$ cat src/rtl/databus_axi_writer_pkg.sv
// Shared constants, FSM encoding and helpers for the databus-to-AXI4 write bridge.
package databus_axi_writer_pkg;

  localparam logic [1:0] AXI_BURST_INCR = 2'b01;
  localparam logic [1:0] AXI_RESP_OKAY  = 2'b00;
  localparam int         AXI_4KB        = 4096;

  typedef enum logic [1:0] {
    ST_IDLE = 2'd0,
    ST_ADDR = 2'd1,
    ST_DATA = 2'd2,
    ST_RESP = 2'd3
  } state_e;

  function automatic int clog2(input int value);
    int r;
    r = 0;
    for (int i = 0; i < 31; i++) begin
      if ((1 << i) < value) r = i + 1;
    end
    return r;
  endfunction

endpackage

$ cat src/rtl/databus_axi_writer_axi_burst_split.sv
// Tracks the running byte address and remaining beats of a transfer and sizes the
// next INCR burst so it never exceeds MAX_BURST beats or crosses a 4 KB page.
module databus_axi_writer_axi_burst_split
  import databus_axi_writer_pkg::*;
#(
  parameter int AXI_ADDR_W = 32,
  parameter int LEN_W      = 16,
  parameter int BYTES      = 4,
  parameter int MAX_BURST  = 256
) (
  input  logic                  clk,
  input  logic                  rst,
  input  logic                  load_i,
  input  logic [AXI_ADDR_W-1:0] addr_i,
  input  logic [LEN_W-1:0]      total_i,
  input  logic                  beat_i,
  input  logic                  done_i,
  input  logic [8:0]            done_beats_i,
  output logic [LEN_W-1:0]      remaining_o,
  output logic [AXI_ADDR_W-1:0] next_addr_o,
  output logic [8:0]            next_beats_o
);

  localparam int LOG2B = clog2(BYTES);

  logic [AXI_ADDR_W-1:0] addr_q, addr_d;
  logic [LEN_W-1:0]      rem_q, rem_d;
  logic [12:0]           room;
  logic [8:0]            beats;

  always_comb begin
    addr_d = addr_q;
    rem_d  = rem_q;
    if (load_i) begin
      addr_d = addr_i;
      rem_d  = total_i;
    end else begin
      if (beat_i) rem_d = rem_q - LEN_W'(1);
      if (done_i) addr_d = addr_q + (AXI_ADDR_W'(done_beats_i) << LOG2B);
    end
  end

  // Sizing works on the next-state values so the top can register AW fields on the
  // same edge that loads or advances the address.
  assign room = (13'(AXI_4KB) - {1'b0, addr_d[11:0]}) >> LOG2B;

  always_comb begin
    beats = 9'(MAX_BURST);
    if (room < 13'(MAX_BURST)) beats = room[8:0];
    if (rem_d < LEN_W'(beats)) beats = rem_d[8:0];
  end

  always_ff @(posedge clk or posedge rst) begin
    if (rst) begin
      addr_q <= '0;
      rem_q  <= '0;
    end else begin
      addr_q <= addr_d;
      rem_q  <= rem_d;
    end
  end

  assign remaining_o  = rem_q;
  assign next_addr_o  = addr_d;
  assign next_beats_o = beats;

endmodule

$ cat src/rtl/databus_axi_writer.sv
// Databus-slave to AXI4 write-master bridge: one request becomes a series of INCR bursts,
// one outstanding at a time. Optional sticky bresp error flag: DATABUS_AXI_WRITER_ERROR_EN.
module databus_axi_writer
  import databus_axi_writer_pkg::*;
#(
  parameter int AXI_ADDR_W = 32,
  parameter int AXI_DATA_W = 32,
  parameter int LEN_W      = 16,
  parameter int MAX_BURST  = 256
) (
  input  logic                    clk,
  input  logic                    rst,
  input  logic                    databus_valid_i,
  output logic                    databus_ready_o,
  input  logic [AXI_ADDR_W-1:0]   databus_addr_i,
  input  logic [LEN_W-1:0]        databus_len_i,
  input  logic [AXI_DATA_W-1:0]   databus_wdata_i,
  input  logic [AXI_DATA_W/8-1:0] databus_wstrb_i,
  output logic                    databus_last_o,
  output logic                    m_axi_awvalid_o,
  input  logic                    m_axi_awready_i,
  output logic [AXI_ADDR_W-1:0]   m_axi_awaddr_o,
  output logic [7:0]              m_axi_awlen_o,
  output logic [2:0]              m_axi_awsize_o,
  output logic [1:0]              m_axi_awburst_o,
  output logic                    m_axi_wvalid_o,
  input  logic                    m_axi_wready_i,
  output logic [AXI_DATA_W-1:0]   m_axi_wdata_o,
  output logic [AXI_DATA_W/8-1:0] m_axi_wstrb_o,
  output logic                    m_axi_wlast_o,
  input  logic                    m_axi_bvalid_i,
  output logic                    m_axi_bready_o,
  input  logic [1:0]              m_axi_bresp_i,
  output logic                    busy_o,
  output logic                    error_o
);

  localparam int BYTES = AXI_DATA_W / 8;
  localparam int LOG2B = clog2(BYTES);

  state_e                state_q;
  logic                  awvalid_q, bready_q, busy_q;
  logic [AXI_ADDR_W-1:0] awaddr_q;
  logic [7:0]            awlen_q;
  logic [8:0]            burst_cnt_q;
  logic [LOG2B-1:0]      tail_q;

  logic                  req_accept, w_beat, b_done, final_beat;
  logic [LEN_W:0]        len_round;
  logic [LEN_W-1:0]      total_beats, split_rem;
  logic [AXI_ADDR_W-1:0] split_addr;
  logic [8:0]            split_beats;
  logic [BYTES-1:0]      tail_mask;
  logic                  unused_bresp;

  assign req_accept  = (state_q == ST_IDLE) && databus_valid_i && (databus_len_i != '0);
  assign w_beat      = (state_q == ST_DATA) && databus_valid_i && m_axi_wready_i;
  assign b_done      = (state_q == ST_RESP) && bready_q && m_axi_bvalid_i;
  assign len_round   = {1'b0, databus_len_i} + (LEN_W + 1)'(BYTES - 1);
  assign total_beats = LEN_W'(len_round >> LOG2B);
  assign final_beat  = (split_rem == LEN_W'(1));

  databus_axi_writer_axi_burst_split #(
    .AXI_ADDR_W (AXI_ADDR_W),
    .LEN_W      (LEN_W),
    .BYTES      (BYTES),
    .MAX_BURST  (MAX_BURST)
  ) u_split (
    .clk          (clk),
    .rst          (rst),
    .load_i       (req_accept),
    .addr_i       (databus_addr_i),
    .total_i      (total_beats),
    .beat_i       (w_beat),
    .done_i       (b_done),
    .done_beats_i ({1'b0, awlen_q} + 9'd1),
    .remaining_o  (split_rem),
    .next_addr_o  (split_addr),
    .next_beats_o (split_beats)
  );

  always_ff @(posedge clk or posedge rst) begin
    if (rst) begin
      state_q     <= ST_IDLE;
      awvalid_q   <= 1'b0;
      bready_q    <= 1'b0;
      busy_q      <= 1'b0;
      awaddr_q    <= '0;
      awlen_q     <= '0;
      burst_cnt_q <= '0;
      tail_q      <= '0;
    end else begin
      case (state_q)
        ST_IDLE: begin
          if (req_accept) begin
            state_q   <= ST_ADDR;
            busy_q    <= 1'b1;
            tail_q    <= databus_len_i[LOG2B-1:0];
            awvalid_q <= 1'b1;
            awaddr_q  <= split_addr;
            awlen_q   <= 8'(split_beats - 9'd1);
          end
        end
        ST_ADDR: begin
          if (m_axi_awready_i) begin
            awvalid_q   <= 1'b0;
            burst_cnt_q <= {1'b0, awlen_q} + 9'd1;
            state_q     <= ST_DATA;
          end
        end
        ST_DATA: begin
          if (w_beat) begin
            burst_cnt_q <= burst_cnt_q - 9'd1;
            if (burst_cnt_q == 9'd1) begin
              state_q  <= ST_RESP;
              bready_q <= 1'b1;
            end
          end
        end
        ST_RESP: begin
          if (b_done) begin
            bready_q <= 1'b0;
            if (split_rem != '0) begin
              state_q   <= ST_ADDR;
              awvalid_q <= 1'b1;
              awaddr_q  <= split_addr;
              awlen_q   <= 8'(split_beats - 9'd1);
            end else begin
              state_q <= ST_IDLE;
              busy_q  <= 1'b0;
            end
          end
        end
        default: state_q <= ST_IDLE;
      endcase
    end
  end

`ifdef DATABUS_AXI_WRITER_ERROR_EN
  logic error_q;

  // Sticky until the next accepted request so the requester can poll after completion.
  always_ff @(posedge clk or posedge rst) begin
    if (rst) begin
      error_q <= 1'b0;
    end else if (req_accept) begin
      error_q <= 1'b0;
    end else if (b_done && m_axi_bresp_i[1]) begin
      error_q <= 1'b1;
    end
  end

  assign error_o = error_q;
`else
  assign error_o = 1'b0;
`endif

  assign unused_bresp = ^m_axi_bresp_i;

  // A zero tail means the last beat is a full word.
  assign tail_mask = (BYTES'(1) << tail_q) - BYTES'(1);

  assign databus_ready_o = (state_q == ST_DATA) && m_axi_wready_i;
  assign databus_last_o  = (state_q == ST_DATA) && final_beat;
  assign m_axi_wvalid_o  = (state_q == ST_DATA) && databus_valid_i;
  assign m_axi_wdata_o   = databus_wdata_i;
  assign m_axi_wstrb_o   = (final_beat && (tail_q != '0)) ? (databus_wstrb_i & tail_mask)
                                                          : databus_wstrb_i;
  assign m_axi_wlast_o   = (state_q == ST_DATA) && (burst_cnt_q == 9'd1);

  assign m_axi_awvalid_o = awvalid_q;
  assign m_axi_awaddr_o  = awaddr_q;
  assign m_axi_awlen_o   = awlen_q;
  assign m_axi_awsize_o  = 3'(LOG2B);
  assign m_axi_awburst_o = AXI_BURST_INCR;
  assign m_axi_bready_o  = bready_q;
  assign busy_o          = busy_q;

endmodule

$ cat config.mk
export PLATFORM = sky130hd
export DESIGN_NAME = databus_axi_writer
export DESIGN_NICKNAME = d
export VERILOG_FILES = /design/src/rtl/databus_axi_writer_pkg.sv /design/src/rtl/databus_axi_writer_axi_burst_split.sv /design/src/rtl/databus_axi_writer.sv
export SDC_FILE = /design/constraint.sdc
export NUM_CORES = 1
export LEC_CHECK = 0
export ABC_AREA = 0
export BUFFER_PORTS_ARGS = -buffer_cell sky130_fd_sc_hd__buf_4
export CORE_ASPECT_RATIO = 0.9
export CORE_MARGIN = 2
export CORE_UTILIZATION = 35
export CTS_CLUSTER_SIZE = 10
export DETAILED_ROUTE_END_ITERATION = 8
export PLACE_DENSITY = 0.59
export SETUP_SLACK_MARGIN = 0.05
export SLEW_MARGIN = 20
export SYNTH_ARGS = -nofsm -noshare
export SYNTH_HDL_FRONTEND = slang
export SYNTH_HIERARCHICAL = 1
export SYNTH_SLANG_ARGS = --single-unit
$ cat constraint.sdc
create_clock -name clk -period 15.1 [get_ports clk]
set_clock_uncertainty 0.15 [all_clocks]
set_input_delay 3.02 -clock clk [delete_from_list [all_inputs] [get_ports clk]]
set_output_delay 3.02 -clock clk [all_outputs]
set_load 0.01 [all_outputs]
* Word level (Yosys, flattened, before mapping) *
Index checks and enable logic that the tools add are counted.

operators by class
  $add $sub $neg = 8
  $lt $le $gt $ge = 2
  equality and inequality tests = 12
  shifts and indexed selects = 1
  muxes and demuxes = 37
  bitwise gates (word level) = 1
  reductions and logical operators = 25

operators with widths
  operator                                                                count
  32-bit two-way mux                                                      5
  32-bit case mux with 2 select lines                                     1
  32-bit by 11-bit adder with 32-bit output                               1
  16-bit two-way mux                                                      2
  8-bit two-way mux                                                       4
  16-bit nonzero test                                                     2
  9-bit two-way mux                                                       3
  9-bit case mux with 2 select lines                                      1
  16-bit by 2-bit adder with 17-bit output, second input constant         1
  16-bit by 1-bit equality test with 1-bit output, second input constant  1
  16-bit by 9-bit < comparator with 1-bit output                          1
  8-bit case mux with 2 select lines                                      1
  16-bit by 1-bit subtractor with 16-bit output, second input constant    1
  13-bit by 12-bit subtractor with 13-bit output, first input constant    1
  4-bit AND reduction                                                     3
  11-bit by 9-bit < comparator with 1-bit output, second input constant   1
  1-bit logical AND                                                       10
  1-bit two-way mux                                                       10
  2-bit two-way mux                                                       5
  5-bit AND reduction                                                     2
  8-bit by 1-bit adder with 9-bit output, second input constant           1
  9-bit by 1-bit equality test with 1-bit output, second input constant   1
  9-bit by 1-bit subtractor with 9-bit output, second input constant      1
  2-bit inequality test, second input constant                            4
  other kinds (16)                                                        23

storage, ports and cells
  bits in registers = 104
  input bits = 92
  output and inout port bits = 89

* Longest topological paths before layout *
Gate-level depths: netlist (run 1).

  depth in word-level cells = 14
  mapped depth = 28

* By module *
The synthesis (run 1) kept the hierarchy.

modules (own cells, without submodules)
  module                              times used  cells an instance  area an instance (sq um)
  databus_axi_writer_axi_burst_split  1           416                3559.7
  databus_axi_writer                  1           342                3468.3

* Least setup slack after synthesis (run 1) *
No wires, ideal clock.

  kind = in2reg
  start point = in databus_len_i[2]
  end point = reg awlen_q[7] (netlist: m_axi_awlen_o[7])
  library setup time = 125 ps
  data arrival time = 8293 ps
  slack = 6532 ps
  stages = 25
  buffers on the path = 4
  cells stage by stage = nor4_1 > nand4_1 > and3_1 > clkbuf_1 > clkbuf_1 > clkbuf_1 > a22o_1 > nor3_1 > nand3b_1 > or4_1 > o21ai_0 > inv_1 > o21ai_0 > ha_1 > nor2b_1 > o21ai_0 > and4b_4 > and3_1 > buf_6 > mux2_4 > or3_1 > nor3_1 > nor3b_1 > xor2_1 > mux2_2

between the ends
  word-level cells in the longest chain between the ends = 12

ends and longest elaborated chain
  what                                            line                                                  RTL
  from (decl)                                     databus_axi_writer.sv:16                              input logic [LEN_W-1:0] databus_len_i,
  16-bit nonzero test *                           databus_axi_writer.sv:56                              assign req_accept = (state_q == ST_IDLE) && databus_valid_i && (databus_len_i != '0);
  1-bit logical AND *                             databus_axi_writer.sv:56
  named net req_accept                            databus_axi_writer.sv:48                              logic req_accept, w_beat, b_done, final_beat;
  32-bit two-way mux                              databus_axi_writer_axi_burst_split.sv:34              if (load_i) begin
  13-bit by 12-bit subtractor with 13-bit output  databus_axi_writer_axi_burst_split.sv:45              assign room = (13'(AXI_4KB) - {1'b0, addr_d[11:0]}) >> LOG2B;
  11-bit by 9-bit < comparator with 1-bit output  databus_axi_writer_axi_burst_split.sv:49              if (room < 13'(MAX_BURST)) beats = room[8:0];
  9-bit two-way mux                               databus_axi_writer_axi_burst_split.sv:49
  16-bit by 9-bit < comparator with 1-bit output  databus_axi_writer_axi_burst_split.sv:50              if (rem_d < LEN_W'(beats)) beats = rem_d[8:0];
  8-bit two-way mux *                             databus_axi_writer_axi_burst_split.sv:50
  named net split_beats[1]                        databus_axi_writer.sv:52                              logic [8:0] split_beats;
  8-bit by 1-bit subtractor with 8-bit output *   databus_axi_writer.sv:101, databus_axi_writer.sv:127
  8-bit two-way mux                               databus_axi_writer.sv:123                             if (split_rem != '0) begin
  8-bit two-way mux                               databus_axi_writer.sv:121                             if (b_done) begin
  8-bit case mux with 2 select lines *            databus_axi_writer.sv:93                              case (state_q)
  to (signal assigned)                            databus_axi_writer.sv:101                             awlen_q <= 8'(split_beats - 9'd1);
  to (signal assigned)                            databus_axi_writer.sv:127                             awlen_q <= 8'(split_beats - 9'd1);
  to (decl)                                       databus_axi_writer.sv:44                              logic [7:0] awlen_q;

The timed path passes the listed nets; every way through them passes the cells marked *. The select of a mux whose other input is x is not followed.
A chain may end at the register's enable or synchronous reset.

* Worst setup path in the final report (run 1) *
  start point = in databus_len_i[12]
  end point = reg awlen_q[7] (netlist: m_axi_awlen_o[7])

between the ends
  word-level cells in the longest chain between the ends = 12

ends and longest elaborated chain
  what                                              line                                                  RTL
  16-bit nonzero test *                             databus_axi_writer.sv:56
  1-bit logical AND *                               databus_axi_writer.sv:56
  32-bit two-way mux *                              databus_axi_writer_axi_burst_split.sv:34
  named net split_addr[3]                           databus_axi_writer.sv:51                              logic [AXI_ADDR_W-1:0] split_addr;
  13-bit by 12-bit subtractor with 13-bit output *  databus_axi_writer_axi_burst_split.sv:45
  11-bit by 9-bit < comparator with 1-bit output    databus_axi_writer_axi_burst_split.sv:49
  9-bit two-way mux *                               databus_axi_writer_axi_burst_split.sv:49
  16-bit by 9-bit < comparator with 1-bit output    databus_axi_writer_axi_burst_split.sv:50
  8-bit two-way mux *                               databus_axi_writer_axi_burst_split.sv:50
  named net split_beats[0]                          databus_axi_writer.sv:52
  8-bit by 1-bit subtractor with 8-bit output *     databus_axi_writer.sv:101, databus_axi_writer.sv:127
  8-bit two-way mux                                 databus_axi_writer.sv:123
  8-bit two-way mux                                 databus_axi_writer.sv:121
  8-bit case mux with 2 select lines *              databus_axi_writer.sv:93

Marked as above.

==> results of run 1 <==
==> metal layers <==
metal	GRT usage (%)	part of all wire, %	vias up
li1	-	-	2788
met1	25.6	51	2727
met2	24.7	43	149
met3	3.20	4.4	30
met4	5.56	1.8	0
met5	0	0	-
==> final timing paths <==
kind / start / endpoint / slack, ps
worst min-delay path: m_axi_awaddr_o[30] / m_axi_awaddr_o[30] / 350
min in group asynchronous: rst / burst_cnt_q[7] / 2580
worst max-delay path: databus_len_i[12] / m_axi_awlen_o[7] / 5390
worst max register to register: state_q[0] / m_axi_awlen_o[7] / 7710
max in group asynchronous: rst / m_axi_awaddr_o[0] / 11340
worst min register to register: m_axi_awaddr_o[30] / m_axi_awaddr_o[30] / 350
==> layout make-up <==
| class | count | share of cell area [%] |
|---|---|---|
| flip-flops and latches | 104 | 32.5 |
| clock inverters | 3 | 0.250 |
| multi-input cells | 552 | 48.1 |
| repair buffers | 111 | 10.4 |
| clock buffers | 12 | 2.95 |
| well taps | 255 | 3.99 |
| inverters | 38 | 1.78 |
==> power groups by stage <==
stage,logic [mW],clock network (mW),registers (mW)
after global routing,0.0901,0.233,0.288
final,0.0807,0.214,0.287
after global placement,0.0797,0,0.292
after floorplan,0.0571,0,0.292
after detailed placement,0.0808,0,0.292
after CTS,0.0811,0.220,0.287
==> flip-flops by register name (all words and copies together) (netlist names) <==
| name | cells |
|---|---|
| u_split/addr_q | 32 |
| m_axi_awvalid_o | 1 |
| m_axi_awaddr_o | 32 |
| u_split/remaining_o | 16 |
| busy_o | 1 |
| m_axi_awlen_o | 8 |
| m_axi_bready_o | 1 |
| burst_cnt_q | 9 |
| state_q | 2 |
| tail_q | 2 |
==> cell usage in the layout, fill, tap and decap left out, types with 6 or more instances in the layout <==
master / count
buf_4: 111
dfrtp_1: 104
nand2_1: 73
nor2_1: 53
o21ai_0: 49
mux2_2: 39
inv_1: 36
xnor2_1: 35
ha_1: 28
xor2_1: 21
a21oi_1: 20
nor4_1: 17
nand4_1: 16
nand3_1: 16
and3_1: 15
nor3_1: 12
a21o_1: 12
o31ai_1: 10
clkbuf_16: 9
a221o_1: 8
mux2i_1: 8
and2_1: 7
o21a_1: 7
a211oi_1: 7
conb_1: 7
a31oi_1: 6
or4_1: 6
==> worst max-delay path: cells and delay by family <==
family	cells	cell delay, ps
simple gates	12	3750
mux	1	270
buf+inv	3	570
xor+xnor	1	110
compound gates	6	1780
fa+ha+maj	1	270
==> stage by stage <==
step	area, um2	util (%)	cells	worst slack, ps	hold WS (ps)
after detailed placement	7750	39.1	1060	5030	334
after global routing	8000	40.4	1075	4630	369
after floorplan	7030	-	762	6610	324
after global placement	7750	39.1	1060	5110	328
after CTS	8000	40.4	1075	5370	350
final	8000	40.4	1075	5390	348
==> flow_metrics.env, run 1 <==
export IMPL_p_seq_share_pct=49.4
export IMPL_die_w_um=153
export IMPL_grt_pass1_wl_um=29400
export IMPL_fp_dieArea_mm2=0.0212
export IMPL_holdPathStages=1
export IMPL_nets=937
export IMPL_timing_final_crit_share_pct=64.3
export IMPL_dp_hpwl_um=13300
export IMPL_hold_violations=0
export IMPL_swShare_pct=26.3
export IMPL_start_kind="input port"
export IMPL_finalPower_mw=0.581
export IMPL_crit_path_frequent_cell="o21ai_0"
export IMPL_drt_total_wl_um=17600
export IMPL_wl_per_cell_um=16.4
export IMPL_fin_tns_setup_ps=0
export IMPL_powerDensity_mw_per_mm2=72.6
export IMPL_power_switching_mw=0.153
export IMPL_vdd_drop_max_mv=0.0517
export IMPL_end_kind="register"
export IMPL_yosys_warnings=6
export IMPL_core_area_mm2=0.0198
export IMPL_tightest_slew_ps=1000
export IMPL_firstDrtPassIters=5
export IMPL_synthToLayoutAreaGrowth_pct=14.1
export IMPL_crit_arrival_ps=9800
export IMPL_rows=49
export IMPL_cap_violations=0
export IMPL_outcome="finished, final reports clean"
export IMPL_vias=5694
export IMPL_cts_resized=0
export IMPL_netlist_area_mm2=0.00701
export IMPL_antenna_left=0
export IMPL_die_y_um=138
export IMPL_drt_iter0_markers=410
export IMPL_grt_pass1_vias=5557
export IMPL_grt_max_degree=79
export IMPL_report_final_slew_viol_count=0
export IMPL_insertion_delay_ps=350
export IMPL_viasPerCell=5.30
export IMPL_grtUsageTotal_pct=17.1
export IMPL_gp_congestion=0.902
export IMPL_multi_input_area_mm2=0.00385
export IMPL_crit_required_ps=15180
export IMPL_rsz0062_at_grt="false"
export IMPL_drc=0
export IMPL_cts_tree="done"
export IMPL_num_io_pins=181
export IMPL_reg2reg_depth=22
export IMPL_cts_buffers=9
export IMPL_min_period_ps=9710
export IMPL_cp_slowest_cell="a2111oi_1"
export IMPL_htreeDepth=3
export IMPL_combPwrFrac_pct=13.9
export IMPL_antenna_found_initial=0
export IMPL_netlist_instances=757
export IMPL_drive_gt1_share_pct=22.7
export IMPL_p_int_mw=0.428
export IMPL_fmax_mhz=103
export IMPL_gr_total_overflow=0
export IMPL_syn_area_per_cell_um2=9.26
export IMPL_fillers=1998
export IMPL_clockRootBuffer="clkbuf_16"
export IMPL_p_clk_share_pct=36.7
export IMPL_clk_pin_slew_worst_paths_ps=70
export IMPL_cts_sinks=104
export IMPL_seq_area_mm2=0.00260
export IMPL_clock_path_buffers=2
export IMPL_antenna_cells=0
export IMPL_setup_viol=0
export IMPL_crit_path_max_fanout=78
export IMPL_p_leak_nw=3.82
export IMPL_max_slew_margin_pct=33.2
export IMPL_hold_path_class="reg -> reg"
export IMPL_slowest_delay_ps=720
export IMPL_portBuffers=106
export IMPL_post_cts_buffers=0
export IMPL_worst_setup_path_type="in -> reg"
export IMPL_path_cells="buf_4 -> nor4_1 -> nand4_1 -> and3_2 -> buf_4 -> nand2_1 -> o21ai_0 -> a2111oi_1 -> nand3b_1 -> or4_1 -> o21ai_0 -> inv_1 -> o21ai_0 -> ha_1 -> nor2b_1 -> o21ai_0 -> and4b_4 -> and3_1 -> o21ai_0 -> or3_1 -> nor3_1 -> nor3b_1 -> xor2_1 -> mux2_2"
export IMPL_start_util_pct=35.4
export IMPL_ctsHoldBuffers=0
Power figures use the tool's default switching activity.
==> run 2: changes to the inputs <==
- PLACE_DENSITY: 0.59 -> 0.61
- clock period: 15.1 -> 8.55 ns (I/O delays scaled with it)
==> run 2 against run 1 <==
  * Cell area is 0.88% higher
  * Count of clock-buffer cells in the layout is 3 lower
  * First-iteration DRC count fell by 8.8%
  * Core utilization up 0.35 points
  * Via count decreased by 0.63%
  * Hold slack better by 11 ps
  * Routed wire length down 0.82%
  * Worst setup slack worse by 4400 ps
  * Critical endpoint unchanged
  * Critical path depth decreased by 1
  * Clock power is 91% higher
  * Global-route usage down 0.33 points
  * Sequential share of layout area is 0.28 points lower
==> flow_metrics.env, run 2 (synthesized netlist as in run 1, its figures left out) <==
export IMPL_outcome="finished, final reports clean"
export IMPL_gr_usage_met3_pct=2.45
export IMPL_clk_pin_slew_worst_paths_ps=80
export IMPL_min_period_ps=7580
export IMPL_antenna_left=0
export IMPL_report_final_slew_viol_count=0
export IMPL_start_kind="input port"
export IMPL_crit_path_frequent_cell="o21ai_0"
export IMPL_r2r_setup_slack_ps=1850
export IMPL_cp_slowest_cell="a2111oi_1"
export IMPL_path_cells="buf_4 -> nor4_1 -> nand4_1 -> and3_2 -> nand2_1 -> o21ai_0 -> a2111oi_1 -> nand3b_1 -> or4_1 -> o21ai_0 -> inv_1 -> o21ai_0 -> ha_1 -> nor2b_1 -> o21ai_0 -> and4b_4 -> and3_1 -> mux2_4 -> or3_1 -> nor3_1 -> nor3b_1 -> xor2_1 -> mux2_2"
export IMPL_crit_required_ps=8640
export IMPL_cts_resized=0
export IMPL_wl_per_cell_um=16.2
export IMPL_max_slew_margin_pct=35.7
export IMPL_core_area_mm2=0.0198
export IMPL_die_w_um=153
export IMPL_vias=5658
export IMPL_antenna_cells=0
export IMPL_drc=0
export IMPL_layout_commonest_cell="buf_4"
export IMPL_rows=49
export IMPL_fp_dieArea_mm2=0.0212
export IMPL_ctsHoldBuffers=0
export IMPL_setup_viol=0
export IMPL_antenna_found_initial=0
export IMPL_num_io_pins=181
export IMPL_hold_violations=0
export IMPL_p_leak_nw=3.88
export IMPL_htreeDepth=3
export IMPL_clockRootBuffer="clkbuf_16"
export IMPL_gp_congestion=0.854
export IMPL_viasPerCell=5.23
export IMPL_grtUsageTotal_pct=16.7
export IMPL_grt_pass1_wl_um=28700
export IMPL_start_util_pct=35.4
export IMPL_hold_path_class="reg -> reg"
export IMPL_synthToLayoutAreaGrowth_pct=15.1
export IMPL_slowest_delay_ps=630
export IMPL_worst_path_buf_inv=2
export IMPL_worst_setup_path_type="in -> reg"
export IMPL_vdd_drop_max_mv=0.0829
export IMPL_portBuffers=106
export IMPL_die_y_um=138
export IMPL_end_kind="register"
export IMPL_final_cell_mix="buf_4, dfrtp_1, nand2_1, nor2_1, o21ai_0"
export IMPL_cap_violations=0
export IMPL_nets=942
export IMPL_fin_cells=1081
export IMPL_drt_total_wl_um=17500
export IMPL_crit_arrival_ps=7670
export IMPL_fin_tns_setup_ps=0
export IMPL_crit_path_max_fanout=21
export IMPL_fmax_mhz=132
export IMPL_powerDensity_mw_per_mm2=131
export IMPL_cts_buffers=9
export IMPL_busiest_layer="met1"
export IMPL_grt_pass1_vias=5440
export IMPL_firstDrtPassIters=5
export IMPL_grt_max_degree=57
export IMPL_post_cts_buffers=0
export IMPL_cts_tree="done"
export IMPL_gr_total_overflow=0
export IMPL_timing_final_crit_share_pct=88.6
export IMPL_drive_gt1_share_pct=23.6
export IMPL_use_met2_pct=24.8
export IMPL_tightest_slew_ps=965
export IMPL_clock_path_buffers=2
export IMPL_dp_cells=1065
export IMPL_drt_iter0_markers=374
export IMPL_crit_family="simple AND/OR/NAND/NOR gates"
export IMPL_cts_sinks=104
export IMPL_gr_usage_met1_pct=25.3
export IMPL_insertion_delay_ps=360
export IMPL_rsz0062_at_grt="false"
export IMPL_dp_hpwl_um=13100
## run 2: cell count changes in the layout (fill, tap and decap cells not counted), moves of 2 or more
cell / change
buf_4: +5
clkbuf_1: -3
clkinvlp_4: -2
inv_6: +2
## run 2: layout make-up
class | count | area [um2]
Fill cell | 1959 | 11700
Clock buffer | 9 | 225
Multi-Input combinational cell | 552 | 3850
Sequential cell | 104 | 2600
Inverter | 38 | 143
Tap cell | 255 | 319
Clock inverter | 7 | 63.8
Timing Repair Buffer | 116 | 871
## run 2: power breakdown
group	switching (mW)	internal, mW	leakage (nW)
combinational	0.0796	0.0630	2.37
clock	0.204	0.204	0.145
sequential	0.00936	0.497	1.36
## run 2: worst paths after layout
kind / startpoint / end / cells past startpoint
min: m_axi_awaddr_o[12] / m_axi_awaddr_o[12] / 1
max reg2reg: state_q[1] / m_axi_awlen_o[7] / 21
min in group asynchronous: rst / u_split/addr_q[23] / 3
max in group asynchronous: rst / m_axi_awaddr_o[2] / 3
max: databus_len_i[12] / m_axi_awlen_o[7] / 23
min reg2reg: m_axi_awaddr_o[12] / m_axi_awaddr_o[12] / 1
## run 2: metrics by stage
| step | setup slack (ps) | utilization, % | hold WS [ps] | instance area, um2 | power [mW] |
|---|---|---|---|---|---|
| floorplan | 1370 | - | 324 | 7030 | 0.616 |
| global placement | 654 | 39.3 | 329 | 7780 | 0.657 |
| detailed placement | 610 | 39.3 | 337 | 7780 | 0.659 |
| CTS | 979 | 40.8 | 359 | 8070 | 1.07 |
| global route | 418 | 40.8 | 377 | 8070 | 1.11 |
| finish | 974 | 40.8 | 359 | 8070 | 1.06 |
## run 2: layer usage
layer  vias to the layer above  share of wire (%)  wire [um]
met2                       119                 43       7510
li1                       2794                  -          -
met1                      2730                 52       9020
met5                         -                  0          0
met3                        15                4.3        748
met4                         0                1.3        221
==> run 3: changes to the inputs <==
- CAP_MARGIN: unset -> 10
- CTS_CLUSTER_DIAMETER: unset -> 50
- PLACE_DENSITY: 0.61 -> 0.59
- clock period: 8.55 -> 7.8 ns (I/O delays scaled with it)
==> run 3 against run 2 <==
  * Combinational power is 9.8% higher
  * Sequential share of layout area is 0.11 points lower
  * Sequential power is 9.5% higher
  * Cell count is 0.46% higher
  * Count of clock-buffer cells in the layout is the same
  * Critical path type unchanged
  * Cell area grew 0.36%
  * Via count increased by 0.25%
  * Core utilization is 0.15 points higher
==> flow_metrics.env, run 3 (synthesized netlist as in run 1, its figures left out) <==
export IMPL_outcome="finished, final reports clean"
export IMPL_powerDensity_mw_per_mm2=142
export IMPL_fp_dieArea_mm2=0.0212
export IMPL_ctsHoldBuffers=0
export IMPL_crit_family="simple AND/OR/NAND/NOR gates"
export IMPL_antenna_found_initial=0
export IMPL_vdd_drop_max_mv=0.0959
export IMPL_hold_violations=0
export IMPL_num_io_pins=181
export IMPL_min_period_ps=7200
export IMPL_rows=49
export IMPL_report_final_slew_viol_count=0
export IMPL_worstReg2RegStart="m_axi_awlen_o[0]"
export IMPL_crit_arrival_ps=7290
export IMPL_path_cells="buf_4 -> nor4_1 -> nand4_1 -> and3_2 -> nand2_1 -> o21ai_0 -> a2111oi_1 -> nand3b_1 -> or4_1 -> o21ai_0 -> inv_1 -> o21ai_0 -> ha_1 -> nor2b_1 -> o21ai_0 -> and4b_4 -> and3_1 -> buf_4 -> mux2i_1 -> or3_1 -> nor3_1 -> nor3b_1 -> xor2_1 -> mux2_2"
export IMPL_final_area_mm2=0.00810
export IMPL_crit_path_frequent_cell="o21ai_0"
export IMPL_clock_path_buffers=2
export IMPL_portBuffers=106
export IMPL_max_slew_margin_pct=33.3
export IMPL_cap_violations=0
export IMPL_cp_slowest_cell="or4_1"
export IMPL_setup_viol=0
export IMPL_drc=0
export IMPL_slowest_delay_ps=500
export IMPL_dp_cells=1070
export IMPL_start_kind="input port"
export IMPL_nets=947
export IMPL_post_cts_buffers=0
export IMPL_gr_total_overflow=0
export IMPL_antenna_left=0
export IMPL_post_dp_cell_area_mm2=0.00782
export IMPL_clockRootBuffer="clkbuf_16"
export IMPL_die_w_um=153
export IMPL_fin_cells=1086
export IMPL_grtUsageTotal_pct=16.8
export IMPL_final_cell_mix="buf_4, dfrtp_1, nand2_1, nor2_1, o21ai_0"
export IMPL_vias=5672
export IMPL_r2r_setup_slack_ps=1200
export IMPL_timing_final_crit_share_pct=92.3
export IMPL_rsz0062_at_grt="false"
export IMPL_cts_buffers=9
export IMPL_drt_iter0_markers=320
export IMPL_fmax_mhz=139
export IMPL_core_area_mm2=0.0198
export IMPL_cts_tree="done"
export IMPL_antenna_cells=0
export IMPL_crit_required_ps=7890
export IMPL_fin_tns_setup_ps=0
export IMPL_gp_congestion=0.835
export IMPL_drive_gt1_share_pct=24.1
export IMPL_start_util_pct=35.4
export IMPL_tightest_slew_ps=1000
export IMPL_hold_end="m_axi_awaddr_o[30]"
export IMPL_htreeDepth=3
export IMPL_holdPathStages=1
export IMPL_cts_sinks=104
export IMPL_die_y_um=138
export IMPL_hold_path_class="reg -> reg"
export IMPL_reg2reg_depth=26
export IMPL_clk_pin_slew_worst_paths_ps=70
export IMPL_grt_pass1_wl_um=28600
export IMPL_hp_start="m_axi_awaddr_o[30]"
export IMPL_firstDrtPassIters=4
export IMPL_drt_total_wl_um=17700
export IMPL_worst_setup_path_type="in -> reg"
export IMPL_r2r_end="m_axi_awlen_o[7]"
export IMPL_grt_pass1_vias=5383
export IMPL_grt_max_degree=50
export IMPL_insertion_delay_ps=360
export IMPL_dp_hpwl_um=13300
export IMPL_viasPerCell=5.22
export IMPL_wl_per_cell_um=16.3
export IMPL_p_leak_nw=3.89
export IMPL_crit_path_max_fanout=22
export IMPL_end_kind="register"
export IMPL_synthToLayoutAreaGrowth_pct=15.5
export IMPL_cts_resized=0
export IMPL_worst_path_buf_inv=3
export IMPL_layout_commonest_cell="buf_4"
[run 3: metrics by stage]
step | total power [mW] | utilization (%) | setup WS, ps | hold WS (ps)
floorplan | 0.675 | - | 768 | 324
global placement | 0.722 | 39.5 | 274 | 328
detailed placement | 0.722 | 39.5 | 177 | 333
CTS | 1.16 | 40.9 | 550 | 353
global route | 1.20 | 40.9 | 101 | 371
finish | 1.15 | 40.9 | 604 | 350
[run 3: how the worst max path moves through the flow]
stage / start / to / slack [ps] / depth (start not counted)
finish: databus_len_i[12] / m_axi_awlen_o[7] / 600 / 24
detailed placement: databus_len_i[12] / m_axi_awlen_o[7] / 180 / 24
global route: databus_len_i[12] / m_axi_awlen_o[7] / 100 / 24
floorplan: databus_len_i[2] / m_axi_awlen_o[7] / 770 / 25
global placement: databus_len_i[12] / m_axi_awlen_o[7] / 270 / 24
CTS: databus_len_i[12] / m_axi_awlen_o[7] / 550 / 24
[run 3: power by group]
part | switching (mW) | internal, mW | leakage, nW
Clock | 0.217 | 0.219 | 0.132
Combinational | 0.0871 | 0.0698 | 2.39
Sequential | 0.0102 | 0.545 | 1.36
Total | 0.314 | 0.834 | 3.89
[run 3: worst register-to-register path: cells and delay by family (launching register included)]
family	cells	cell delay, ps
simple gates	10	2230
compound gates	5	1330
fa+ha+maj	3	860
mux	3	510
buf+inv	3	500
flops	1	470
xor+xnor	2	440
[run 3: routing by layer]
metal  track usage (%)  wire length (um)
met2              25.0              7640
met3              3.13               792
met4              4.43               173
met1              25.1              9050
met5                 0                 0
[run 3: cell type report]
| type | instances | area (um2) |
|---|---|---|
| multi-input cells | 552 | 3850 |
| well taps | 255 | 319 |
| repair buffers | 121 | 908 |
| flip-flops and latches | 104 | 2600 |
| fillers | 1970 | 11700 |
| clock inverters | 7 | 55.1 |
| clock buffers | 9 | 225 |
| inverters | 38 | 143 |
